$ cat config.mk
export PLATFORM = sky130hd
export DESIGN_NAME = mem_wb_skid_reg
export DESIGN_NICKNAME = d
export VERILOG_FILES = /design/src/rtl/mem_wb_skid_reg.sv
export SDC_FILE = /design/constraint.sdc
export NUM_CORES = 1
export LEC_CHECK = 0
export CAP_MARGIN = 25
export CORE_ASPECT_RATIO = 0.6
export CORE_MARGIN = 2
export CORE_UTILIZATION = 51
export DETAILED_ROUTE_END_ITERATION = 12
export PLACE_DENSITY = 0.8
export SETUP_SLACK_MARGIN = 0.4
export SYNTH_ARGS = -nofsm -noshare
export SYNTH_HDL_FRONTEND = slang
export SYNTH_SLANG_ARGS = --single-unit
$ cat constraint.sdc
create_clock -name clk -period 3.45 [get_ports clk]
set_clock_uncertainty 0.15 [all_clocks]
set_input_delay 0.69 -clock clk [delete_from_list [all_inputs] [get_ports clk]]
set_output_delay 0.69 -clock clk [all_outputs]
set_load 0.01 [all_outputs]
$ cat src/rtl/mem_wb_skid_reg.sv
// ---------------------------------------------------------------------------
// mem_wb_skid_reg
//
// Purpose:
//    Two-entry elastic pipeline register between the memory stage and
//    write-back. A head entry drives the outputs and a skid entry catches one
//    extra bundle. Because in_ready depends only on registered state, there
//    is no combinational path from out_ready back to the producer. Bundle
//    order is strictly FIFO.
//
// Ports:
//    clk, rst                   clock and synchronous active-high reset
//    in_valid / in_ready        upstream handshake (EXE side)
//    WB_EN_EXE, MEM_R_EN_EXE    incoming write-back enable / memory-read flag
//    alu_res_EXE, data_mem      incoming ALU result and memory read data
//    dest_EXE                   incoming destination register index
//    flush                      discard every held bundle
//    out_valid / out_ready      downstream handshake (write-back side)
//    WB_EN_MEM ... dest_MEM     fields of the head bundle
//    occupancy                  number of held bundles (0..2)
// ---------------------------------------------------------------------------
module mem_wb_skid_reg #(
   parameter int DATA_W = 32,
   parameter int DEST_W = 4
) (
   input  logic              clk,
   input  logic              rst,
   input  logic              in_valid,
   output logic              in_ready,
   input  logic              WB_EN_EXE,
   input  logic              MEM_R_EN_EXE,
   input  logic [DATA_W-1:0] alu_res_EXE,
   input  logic [DATA_W-1:0] data_mem,
   input  logic [DEST_W-1:0] dest_EXE,
   input  logic              flush,
   output logic              out_valid,
   input  logic              out_ready,
   output logic              WB_EN_MEM,
   output logic              MEM_R_EN_MEM,
   output logic [DATA_W-1:0] alu_res_MEM,
   output logic [DATA_W-1:0] data_mem_MEM,
   output logic [DEST_W-1:0] dest_MEM,
   output logic [1:0]        occupancy
);

   // The encoding doubles as the occupancy count.
   typedef enum logic [1:0] {
      EMPTY = 2'd0,
      ONE   = 2'd1,
      FULL  = 2'd2
   } state_t;

   state_t              r_state;
   state_t              w_nextState;

   logic                r_headWbEn;
   logic                r_headMemREn;
   logic [DATA_W-1:0]   r_headAlu;
   logic [DATA_W-1:0]   r_headDmem;
   logic [DEST_W-1:0]   r_headDest;

   logic                r_skidWbEn;
   logic                r_skidMemREn;
   logic [DATA_W-1:0]   r_skidAlu;
   logic [DATA_W-1:0]   r_skidDmem;
   logic [DEST_W-1:0]   r_skidDest;

   logic                w_accept;
   logic                w_consume;

   // Handshakes are derived from the registered state only, so FULL can never
   // accept and EMPTY can never present a bundle.
   assign w_accept  = in_valid  & (r_state != FULL);
   assign w_consume = out_ready & (r_state != EMPTY);

   // State register.
   always_ff @(posedge clk) begin
      if (rst) begin
         r_state <= EMPTY;
      end else begin
         r_state <= w_nextState;
      end
   end

   // Next-state logic. Flush overrides every handshake in its cycle; a bundle
   // offered then is dropped, and one consumed then counts as delivered.
   always_comb begin
      w_nextState = r_state;
      if (flush) begin
         w_nextState = EMPTY;
      end else begin
         case (r_state)
            EMPTY: begin
               if (w_accept) w_nextState = ONE;
            end
            ONE: begin
               if (w_accept && !w_consume)      w_nextState = FULL;
               else if (!w_accept && w_consume) w_nextState = EMPTY;
               else                             w_nextState = ONE;
            end
            FULL: begin
               if (w_consume) w_nextState = ONE;
            end
            default: w_nextState = EMPTY;
         endcase
      end
   end

   // Data path. The head is loaded from the input whenever it is empty or
   // being consumed at the same edge; otherwise a new bundle lands in the skid
   // entry. When FULL drains, the skid entry moves forward into the head.
   always_ff @(posedge clk) begin
      if (rst) begin
         r_headWbEn   <= 1'b0;
         r_headMemREn <= 1'b0;
         r_headAlu    <= '0;
         r_headDmem   <= '0;
         r_headDest   <= '0;
         r_skidWbEn   <= 1'b0;
         r_skidMemREn <= 1'b0;
         r_skidAlu    <= '0;
         r_skidDmem   <= '0;
         r_skidDest   <= '0;
      end else if (!flush) begin
         case (r_state)
            EMPTY: begin
               if (w_accept) begin
                  r_headWbEn   <= WB_EN_EXE;
                  r_headMemREn <= MEM_R_EN_EXE;
                  r_headAlu    <= alu_res_EXE;
                  r_headDmem   <= data_mem;
                  r_headDest   <= dest_EXE;
               end
            end
            ONE: begin
               if (w_accept && w_consume) begin
                  r_headWbEn   <= WB_EN_EXE;
                  r_headMemREn <= MEM_R_EN_EXE;
                  r_headAlu    <= alu_res_EXE;
                  r_headDmem   <= data_mem;
                  r_headDest   <= dest_EXE;
               end else if (w_accept) begin
                  r_skidWbEn   <= WB_EN_EXE;
                  r_skidMemREn <= MEM_R_EN_EXE;
                  r_skidAlu    <= alu_res_EXE;
                  r_skidDmem   <= data_mem;
                  r_skidDest   <= dest_EXE;
               end
            end
            FULL: begin
               if (w_consume) begin
                  r_headWbEn   <= r_skidWbEn;
                  r_headMemREn <= r_skidMemREn;
                  r_headAlu    <= r_skidAlu;
                  r_headDmem   <= r_skidDmem;
                  r_headDest   <= r_skidDest;
               end
            end
            default: ;
         endcase
      end
   end

   // Outputs. The control flags are masked so write-back never sees a stale
   // enable while the register is empty; the data fields are passed through
   // unmasked.
   always_comb begin
      in_ready     = (r_state != FULL);
      out_valid    = (r_state != EMPTY);
      occupancy    = r_state;
      WB_EN_MEM    = r_headWbEn   & (r_state != EMPTY);
      MEM_R_EN_MEM = r_headMemREn & (r_state != EMPTY);
      alu_res_MEM  = r_headAlu;
      data_mem_MEM = r_headDmem;
      dest_MEM     = r_headDest;
   end

endmodule

After elaboration in Yosys (flattened, before gate mapping):

Index checks and enable logic that the tools add are counted.

* logic and storage cells: 60
* output and inout port bits: 74
* register bits: 142
* input port bits: 75

* bitwise gates (word level): 6
* eq/ne operators: 6
* reductions and logical operators: 12
* mux-type cells: 25

Operator list (number)
* $mux 32: 6
* $pmux 32 s3: 2
* $mux 4: 3
* $pmux 4 s3: 1
* $ne 2x2->1 const B: 4
* $mux 1: 7
* $mux 2: 3
* $pmux 1 s3: 2
* $pmux 2 s3: 1
* $reduce_and 5->1: 1
* $and 1x1->1: 4
* $reduce_and 4->1: 1
* $logic_and 1x1->1: 3
* $reduce_bool 3->1: 1
* $eq 2x1->1 const B: 1
* $eq 2x2->1 const B: 1
* $logic_not 1->1: 2
* $logic_not 2->1: 1
* $not 1->1: 2
* $reduce_and 2->1: 1
* $reduce_bool 2->1: 1
* $reduce_or 2->1: 1

Depth between registers and ports, before layout:

Gate-level depths: netlist (run 1).

* depth in word-level cells: 7
* depth in mapped cells: 12
* depth with buffers taken out: 7

Worst setup path after synthesis (run 1):

OpenSTA, ideal clock, no wires.

* kind: reg-to-reg
* start: reg r_state[1], in the netlist occupancy[1]
* end: reg r_headAlu[0], in the netlist alu_res_MEM[0]
* arrival: 2.420 ns
* cell stages (with the launch flop): 13
* data required time: 3.219 ns
* setup time: 0.081 ns
* slack: 0.799 ns
* path through: dfxtp_1 > buf_2 > nand2b_1 > buf_4 > buf_2 > and2_1 > ha_1 > mux2_4 > buf_6 > a21o_1 > buf_6 > buf_6 > a211oi_2

* longest elaborated chain between the ends: 5
* elaborated cells on any way between the ends: 14
* classes of those cells: eq/ne: 6; mux: 1; bitwise: 2; reduce/logical: 5

RTL lines
* start: declaration: line 53 `state_t r_state;`
* start signal: assignment: line 81 `r_state <= w_nextState;`
* $ne 2x2->1 (*)
* net in_ready: line 29 `output logic in_ready,`
* $and 1x1->1 (*): line 73 `assign w_accept = in_valid & (r_state != FULL);`
* $logic_and 1x1->1: line 136 `if (w_accept && w_consume) begin`
* $ne 2x2->1 (no line)
* $reduce_and 5->1 (no line) (*)
* end signal: assignment: line 130 `r_headAlu <= alu_res_EXE;`
* end signal: assignment: line 139 `r_headAlu <= alu_res_EXE;`
* end signal: assignment: line 154 `r_headAlu <= r_skidAlu;`
* end: declaration: line 58 `logic [DATA_W-1:0] r_headAlu;`

The timed path passes the listed nets; every way through them passes the cells marked *.
A chain may end at the register's enable or synchronous reset.

Final worst setup path (run 1):

* start: reg r_state[0], in the netlist occupancy[0]
* end: reg r_headDmem[6], in the netlist data_mem_MEM[6]

* longest elaborated chain between the ends: 5
* elaborated cells on any way between the ends: 14
* classes of those cells: eq/ne: 6; mux: 1; bitwise: 2; reduce/logical: 5

RTL lines
* $ne 2x2->1 or $reduce_bool 2->1 (tied branches): line 73, 74
* $and 1x1->1 (on tied branches): line 73, 74
* $logic_and 1x1->1: line 136
* $ne 2x2->1 (no line)
* $reduce_and 5->1 (no line)
* end signal: assignment: line 131 `r_headDmem <= data_mem;`
* end signal: assignment: line 140 `r_headDmem <= data_mem;`
* end signal: assignment: line 155 `r_headDmem <= r_skidDmem;`
* end: declaration: line 59 `logic [DATA_W-1:0] r_headDmem;`

Several ways; a longest one is shown, not always the timed one.

==> results by group, run 1 <==
Routing
  • Routed wire length per instance: 20.86 µm
  • DR vias: 6,056
  • First-pass DRT Iterations: 5
  • DRC: 0
  • Vias per std cell: 6.348
  • Total Wirelength: 19,900 µm
  • DRT iter0 DRCs: 499
  • DRT antenna net count: 0

Critical path
  • Crit path largest cell delay: 0.67 ns
  • CP startpoint kind: register
  • Crit Path Max Fanout: 70
  • Cell mode on critical path: nor2_1
  • CP arrival: 3.10 ns
  • Crit-path cells: nor2_1, nor2_1, ha_1, mux2_4, buf_4, a211oi_1, a211oi_2
  • Worst setup EP type: register
  • Setup Crit Path Kind: register to register
  • CP max-delay cell: buf_4
  • Critical Path RT: 3.63 ns

Timing
  • RSZ-0062 raised after global routing: no
  • Final count of pins violating max slew: 0
  • Final Hold Fails: 0
  • Final worst path period share: 0.8445
  • Final setup fails: 0
  • Crit path time final: 2.914 ns
  • Slew @ Worst Pin: 0.8595 ns
  • Slew HR: 0.4270
  • Setup Total Neg Slack: 0 ns
  • Fmax: 343.2 MHz

Finish
  • Final Instance Area: 8723 µm²
  • Synth-to-layout area growth: 32.40%
  • Fillers: 935
  • Final net count: 847
  • Share of cells above drive strength 1: 0.1622

Yosys
  • Post-synthesis simple-gate area fraction: 0.06551
  • Avg Synthesized Cell Area: 9.805 µm²
  • Main area contributors after synthesis: dfxtp_1 (43%), a211oi_2 (13%), mux2i_1 (11%)
  • Seq/Total Area, Yosys: 0.4314
  • Syn nets: 749
  • Synth Area in Adders: 0.003798
  • Mapped Cells: 672
  • Seq cells post-synth: 142
  • Largest family of logic cells by synthesized area: compound AO/OA/AOI/OAI gates
  • Synth area leader: dfxtp_1
  • Synth Area in Compound Gates: 0.3228
  • YS warnings: 0
  • Multiplexer share of the synthesized area: 0.1101
  • Mapped cell area: 6589 µm²
  • Synth top area share: 0.4314
  • Netlist cell types: 25
  • XOR/XNOR Fraction of Synth Area: 0

Status
  • Outcome: completed

Run
  • Max capacitance violation total: 0

Worst hold path
  • Tightest Hold Check Type: register to register

Global routing
  • Vias in the first global route: 6,043
  • First-pass GRT wire length: 31,390 µm
  • Initial antenna violation count: 0
  • Largest net degree at the start of global routing: 74
  • Overflow after GRT: 0
  • All-Layer GR Usage: 0.2867

Placement
  • HPWL after detailed placement: 11,870 µm
  • Routability cong.: 0.8303
  • Area after DPL: 8082 µm²
  • Port buffer count: 148

Clock network
  • Post-CTS setup buffers: 0
  • Num Clock Sinks: 142
  • Clk pin slew, worst setup/hold paths: 0.06 ns
  • Clk buf depth: 2
  • CTS tree: yes
  • Post-cts sizing count: 0
  • Hold buffer count at cts: 0
  • Root buf cell: clkbuf_16
  • Clock H-tree levels: 4
  • CTS Buf Count: 17
  • Clock Latency Late Sink: 0.42 ns

Die
  • Die Y: 92.05 µm
  • Starting Density: 0.5175
  • DIE AREA: 13,870 µm²
  • Num rows: 32
  • Die X: 150.7 µm
  • IO Pins: 149
  • CORE AREA: 12,730 µm²

Power and ir drop
  • PwrDens: 499.1 nW/µm²
  • Leakage: 3.278 nW
  • Max VDD drop: 0.0004088 V
[kinds of logic (layout without fill, tap and decap cells)]
group | after synthesis | count (layout)
compound gates | 283 | 283
buf+inv | 90 | 201
other cells | 0 | 1
simple gates | 83 | 83
fa+ha+maj | 2 | 2
mux | 72 | 72
flops | 142 | 142
[synthesized netlist by cell type, drive strengths merged]
library cell / count
a211oi: 140
a21o: 1
a21oi: 70
and2: 1
buf: 27
clkbuf: 59
dfxtp: 142
ha: 2
inv: 4
mux2: 1
mux2i: 71
nand2: 1
nand2b: 1
nand3: 70
nand4bb: 1
nor2: 3
nor2b: 2
nor3: 2
nor4bb: 2
o21ai: 70
o22a: 2
[critical path: cells and delay by family, from the launching register on]
kind | cells | cell delay (ns)
compound gates | 2 | 0.51
fa+ha+maj | 1 | 0.26
buf+inv | 1 | 0.67
flops | 1 | 0.59
mux | 1 | 0.18
simple gates | 2 | 0.45
[cells in the final DEF, fill, tap and decap left out, types with 15 or more instances in the layout]
cell	count
a211oi_2	70
o21ai_0	70
a21oi_1	70
clkbuf_16	17
mux2i_1	71
buf_4	15
dfxtp_1	141
nand3_1	70
clkdlybuf4s50_1	147
a211oi_1	70
[area by class of cell]
class	count	area, µm²	area share
multi-input combinational	440	3367	0.3860
sequential	142	2844	0.3260
timing repair buffer	165	1643	0.1883
clock buffer	21	460.4	0.05278
tap	170	212.7	0.02438
clock inverter	11	178.9	0.02051
inverter	4	15.01	0.001721
antenna	1	2.502	0.0002869
[registers in the layout, indices dropped and copies added (netlist names)]
signal and cells:
r_skidDmem 32, alu_res_MEM 32, r_skidMemREn 1, r_headMemREn 1, occupancy 2, data_mem_MEM 32, dest_MEM 4, r_skidDest 4
r_skidWbEn 1, r_headWbEn 1, r_skidAlu 32
[power by group]
group / internal [W] / switching, W
clock: 0.00126 / 0.000732
sequential: 0.00171 / 0.0000490
combinational: 0.000299 / 0.000300
[stage by stage]
stage | utilization | setup WS (ns) | total power (W) | hold slack (ns) | std cells
after floorplan | - | 0.7988 | 0.002098 | 0.3035 | 672
after detailed placement | 0.6347 | 0.2220 | 0.002387 | 0.3157 | 921
after CTS | 0.6849 | 0.6116 | 0.004364 | 0.3237 | 953
after global routing | 0.6849 | 0.4042 | 0.004490 | 0.3538 | 953
final | 0.6851 | 0.5365 | 0.004353 | 0.3250 | 954
after global placement | 0.6326 | 0.2440 | 0.002364 | 0.3089 | 920
[layer usage]
layer	global-route usage	up-vias	wire length, µm	part of all wire
met2	0.4341	298	9065	0.46
met1	0.3950	2990	8650	0.43
met3	0.07910	28	1919	0.096
met5	0	-	0	0
met4	0.09502	0	265	0.013
li1	-	2740	-	-
[worst paths after layout]
| kind | startpoint | end | slack [ns] | cells past startpoint |
|---|---|---|---|---|
| hold reg to reg | r_skidDmem[31] | r_skidDmem[31] | 0.33 | 2 |
| setup / recovery | occupancy[0] | data_mem_MEM[6] | 0.54 | 7 |
| hold / removal | r_skidDmem[31] | r_skidDmem[31] | 0.33 | 2 |
| setup reg to reg | occupancy[0] | data_mem_MEM[6] | 0.54 | 7 |
Note: power is estimated with default switching activity, not from simulation.
==> run 2: changes to the inputs <==
--- a/config.mk
+++ b/config.mk
@@ -8,9 +8,9 @@
 export CAP_MARGIN = 25
 export CORE_ASPECT_RATIO = 0.6
 export CORE_MARGIN = 2
-export CORE_UTILIZATION = 51
+export CORE_UTILIZATION = 46
 export DETAILED_ROUTE_END_ITERATION = 12
-export PLACE_DENSITY = 0.8
+export PLACE_DENSITY = 0.76
 export SETUP_SLACK_MARGIN = 0.4
 export SYNTH_ARGS = -nofsm -noshare
 export SYNTH_HDL_FRONTEND = slang
==> constraint.sdc (replaced) <==
create_clock -name clk -period 2.3 [get_ports clk]
set_clock_uncertainty 0.15 [all_clocks]
set_input_delay 0.46 -clock clk [delete_from_list [all_inputs] [get_ports clk]]
set_output_delay 0.46 -clock clk [all_outputs]
set_load 0.01 [all_outputs]
==> results by group, run 2 (synthesis results as in run 1) <==
Routing
  • DR vias: 6,372 (+5.2%)
  • First-pass DRT Iterations: 5 (unchanged)
  • DRT iter0 DRCs: 518 (+3.8%)
  • DRT antenna net count: 0 (unchanged)
  • DRC: 0 (unchanged)
  • Vias per std cell: 6.259 (-1.4%)
  • Total Wirelength: 22,880 µm (+15%)
  • Routed wire length per instance: 22.48 µm (+7.7%)

Run
  • Max capacitance violation total: 0 (unchanged)

Finish
  • Post-layout util: 0.7038 (+0.01870)
  • Fillers: 966 (+3.3%)
  • Commonest non-fill, non-tap cell in the layout: dfxtp_1
  • Diodes inserted: 0 (-1)
  • Most frequent cells in the layout: dfxtp_1 (140), a211oi_2 (73), clkdlybuf4s50_1 (73), mux2i_1 (71), dlygate4sd2_1 (65)
  • Synth-to-layout area growth: 47.76%
  • Final net count: 890 (+5.1%)
  • Share of cells above drive strength 1: 0.2966 (+0.1344)

Power and ir drop
  • Max VDD drop: 0.0005222 V (+28%)
  • Total chip power: 0.006557 W (+51%)
  • Leakage: 3.952 nW (+21%)
  • PwrDens: 673.5 nW/µm² (+35%)

Critical path
  • Crit-path cells: buf_6, nand2b_4, and2_4, ha_4, nand4bb_2, buf_4, o21ai_0, a21oi_2
  • Critical path's top delay family: simple AND/OR/NAND/NOR gates
  • Worst setup EP type: register
  • WP buf/inv: 2 (+1)
  • CP arrival: 2.33 ns (-0.77 ns)
  • Crit path largest cell delay: 0.36 ns (-0.31 ns)
  • CP startpoint kind: register
  • CP max-delay cell: o21ai_0
  • Setup Crit Path Kind: register to register
  • Crit Path Max Fanout: 30 (-57%)
  • Critical Path RT: 2.43 ns (-1.20 ns)

Global routing
  • First-pass GRT wire length: 34,320 µm (+9.3%)
  • All-Layer GR Usage: 0.2851 (-0.001585)
  • Initial antenna violation count: 0 (unchanged)
  • Overflow after GRT: 0 (unchanged)
  • Largest net degree at the start of global routing: 56 (-24%)
  • Vias in the first global route: 6,201 (+2.6%)

Placement
  • HPWL after detailed placement: 12,970 µm (+9.3%)
  • Port buffer count: 148 (unchanged)
  • Routability cong.: 0.8309 (about the same)

Status
  • Outcome: completed

Timing
  • Final setup fails: 0 (unchanged)
  • Slew HR: 0.4735 (+0.04649)
  • Fmax: 455.1 MHz (+33%)
  • RSZ-0062 raised after global routing: yes
  • WHS: 0.3102 ns (-0.01485 ns)
  • Crit path time final: 2.197 ns (-0.7161 ns)
  • Slew @ Worst Pin: 0.7898 ns (-0.06973 ns)
  • Final count of pins violating max slew: 0 (unchanged)
  • Final Hold Fails: 0 (unchanged)
  • Final worst path period share: 0.9554 (+0.1109)

Clock network
  • Clock Latency Late Sink: 0.42 ns (about the same)
  • Clk pin slew, worst setup/hold paths: 0.06 ns (about the same)
  • Root buf cell: clkbuf_16
  • CTS tree: yes
  • Clk buf depth: 2 (unchanged)
  • Hold buffer count at cts: 0 (unchanged)
  • Clock H-tree levels: 4 (unchanged)
  • CTS Buf Count: 17 (unchanged)
  • Num Clock Sinks: 142 (unchanged)

Die
  • Num rows: 33 (+3.1%)
  • Starting Density: 0.4763 (-0.04115)
  • CORE AREA: 13,830 µm² (+8.6%)
  • Die Y: 96.71 µm (+5.1%)
  • DIE AREA: 15,330 µm² (+10%)
  • IO Pins: 149 (unchanged)
  • Die X: 158.5 µm (+5.2%)

Worst hold path
  • Tightest Hold Check Type: input pin to register
run 2: cell types whose count changed in the layout (fill, tap and decap cells not counted), sizes merged, moves of 2 or more:
| cell | delta |
|---|---|
| clkdlybuf4s50 | -74 |
| clkinvlp | +2 |
| buf | +41 |
| dlygate4sd2 | +65 |
| clkbuf | +2 |
| bufbuf | +2 |
| dlymetal6s2s | +5 |
run 2: layout make-up:
type                       count  area [µm²]  area share
multi-input combinational    440        3771      0.3874
tap                          192       240.2     0.02468
timing repair buffer         208        2240      0.2300
inverter                       4       15.01    0.001542
clock inverter                13       186.4     0.01915
sequential                   142        2850      0.2928
clock buffer                  19       432.9     0.04447
run 2: worst paths after layout:
path | to | cells after the start | slack (ns) | start
min | r_skidDmem[4] | 2 | 0.31 | rst
max reg2reg | r_skidDmem[2] | 8 | 0.10 | occupancy[0]
max | r_skidDmem[2] | 8 | 0.10 | occupancy[0]
min reg2reg | r_skidAlu[15] | 2 | 0.33 | r_skidAlu[15]
run 2: worst register-to-register path: stages (launching register included):
cell and delay [ns]:
dfxtp_4 0.34, buf_6 0.11, nand2b_4 0.13, and2_4 0.14, ha_4 0.17, nand4bb_2 0.27
buf_4 0.27, o21ai_0 0.37, a21oi_2 0.11
run 2: per-layer routing:
| layer | share of wire | up-vias | GRT usage |
|---|---|---|---|
| li1 | - | 2833 | - |
| met1 | 0.44 | 3157 | 0.4004 |
| met2 | 0.46 | 345 | 0.4331 |
| met3 | 0.085 | 37 | 0.07527 |
| met4 | 0.017 | 0 | 0.07762 |
| met5 | 0 | - | 0 |
run 2: power by group:
| part | internal, W | total, W | switching (W) |
|---|---|---|---|
| Clock | 0.00182 | 0.00293 | 0.00110 |
| Combinational | 0.000471 | 0.000990 | 0.000519 |
| Sequential | 0.00257 | 0.00264 | 0.0000729 |
run 2: through the flow:
| step | TNS [ns] | instance area, µm² | cells | setup WS, ns |
|---|---|---|---|---|
| 4_1_cts | 0 | 9404 | 1011 | 0.1762 |
| 6_report | 0 | 9736 | 1018 | 0.1026 |
| 2_1_floorplan | -3.351 | 6713 | 672 | -0.04799 |
| 3_3_place_gp | -10.40 | 8353 | 961 | -0.08858 |
| 5_1_grt | 0 | 9736 | 1018 | 0.06886 |
| 3_5_place_dp | -15.28 | 8353 | 961 | -0.1753 |
run 2: what timing repair did:
| item | in CTS | in global routing |
|---|---|---|
| setup buffers | 12 | 4 |
| pin swaps | 20 | 29 |
| endpoints found under the setup margin | 210 | 149 |
| endpoints found under the hold margin | 0 | 0 |
| gates cloned | 6 | 3 |
| gates resized for setup | 128 | 68 |
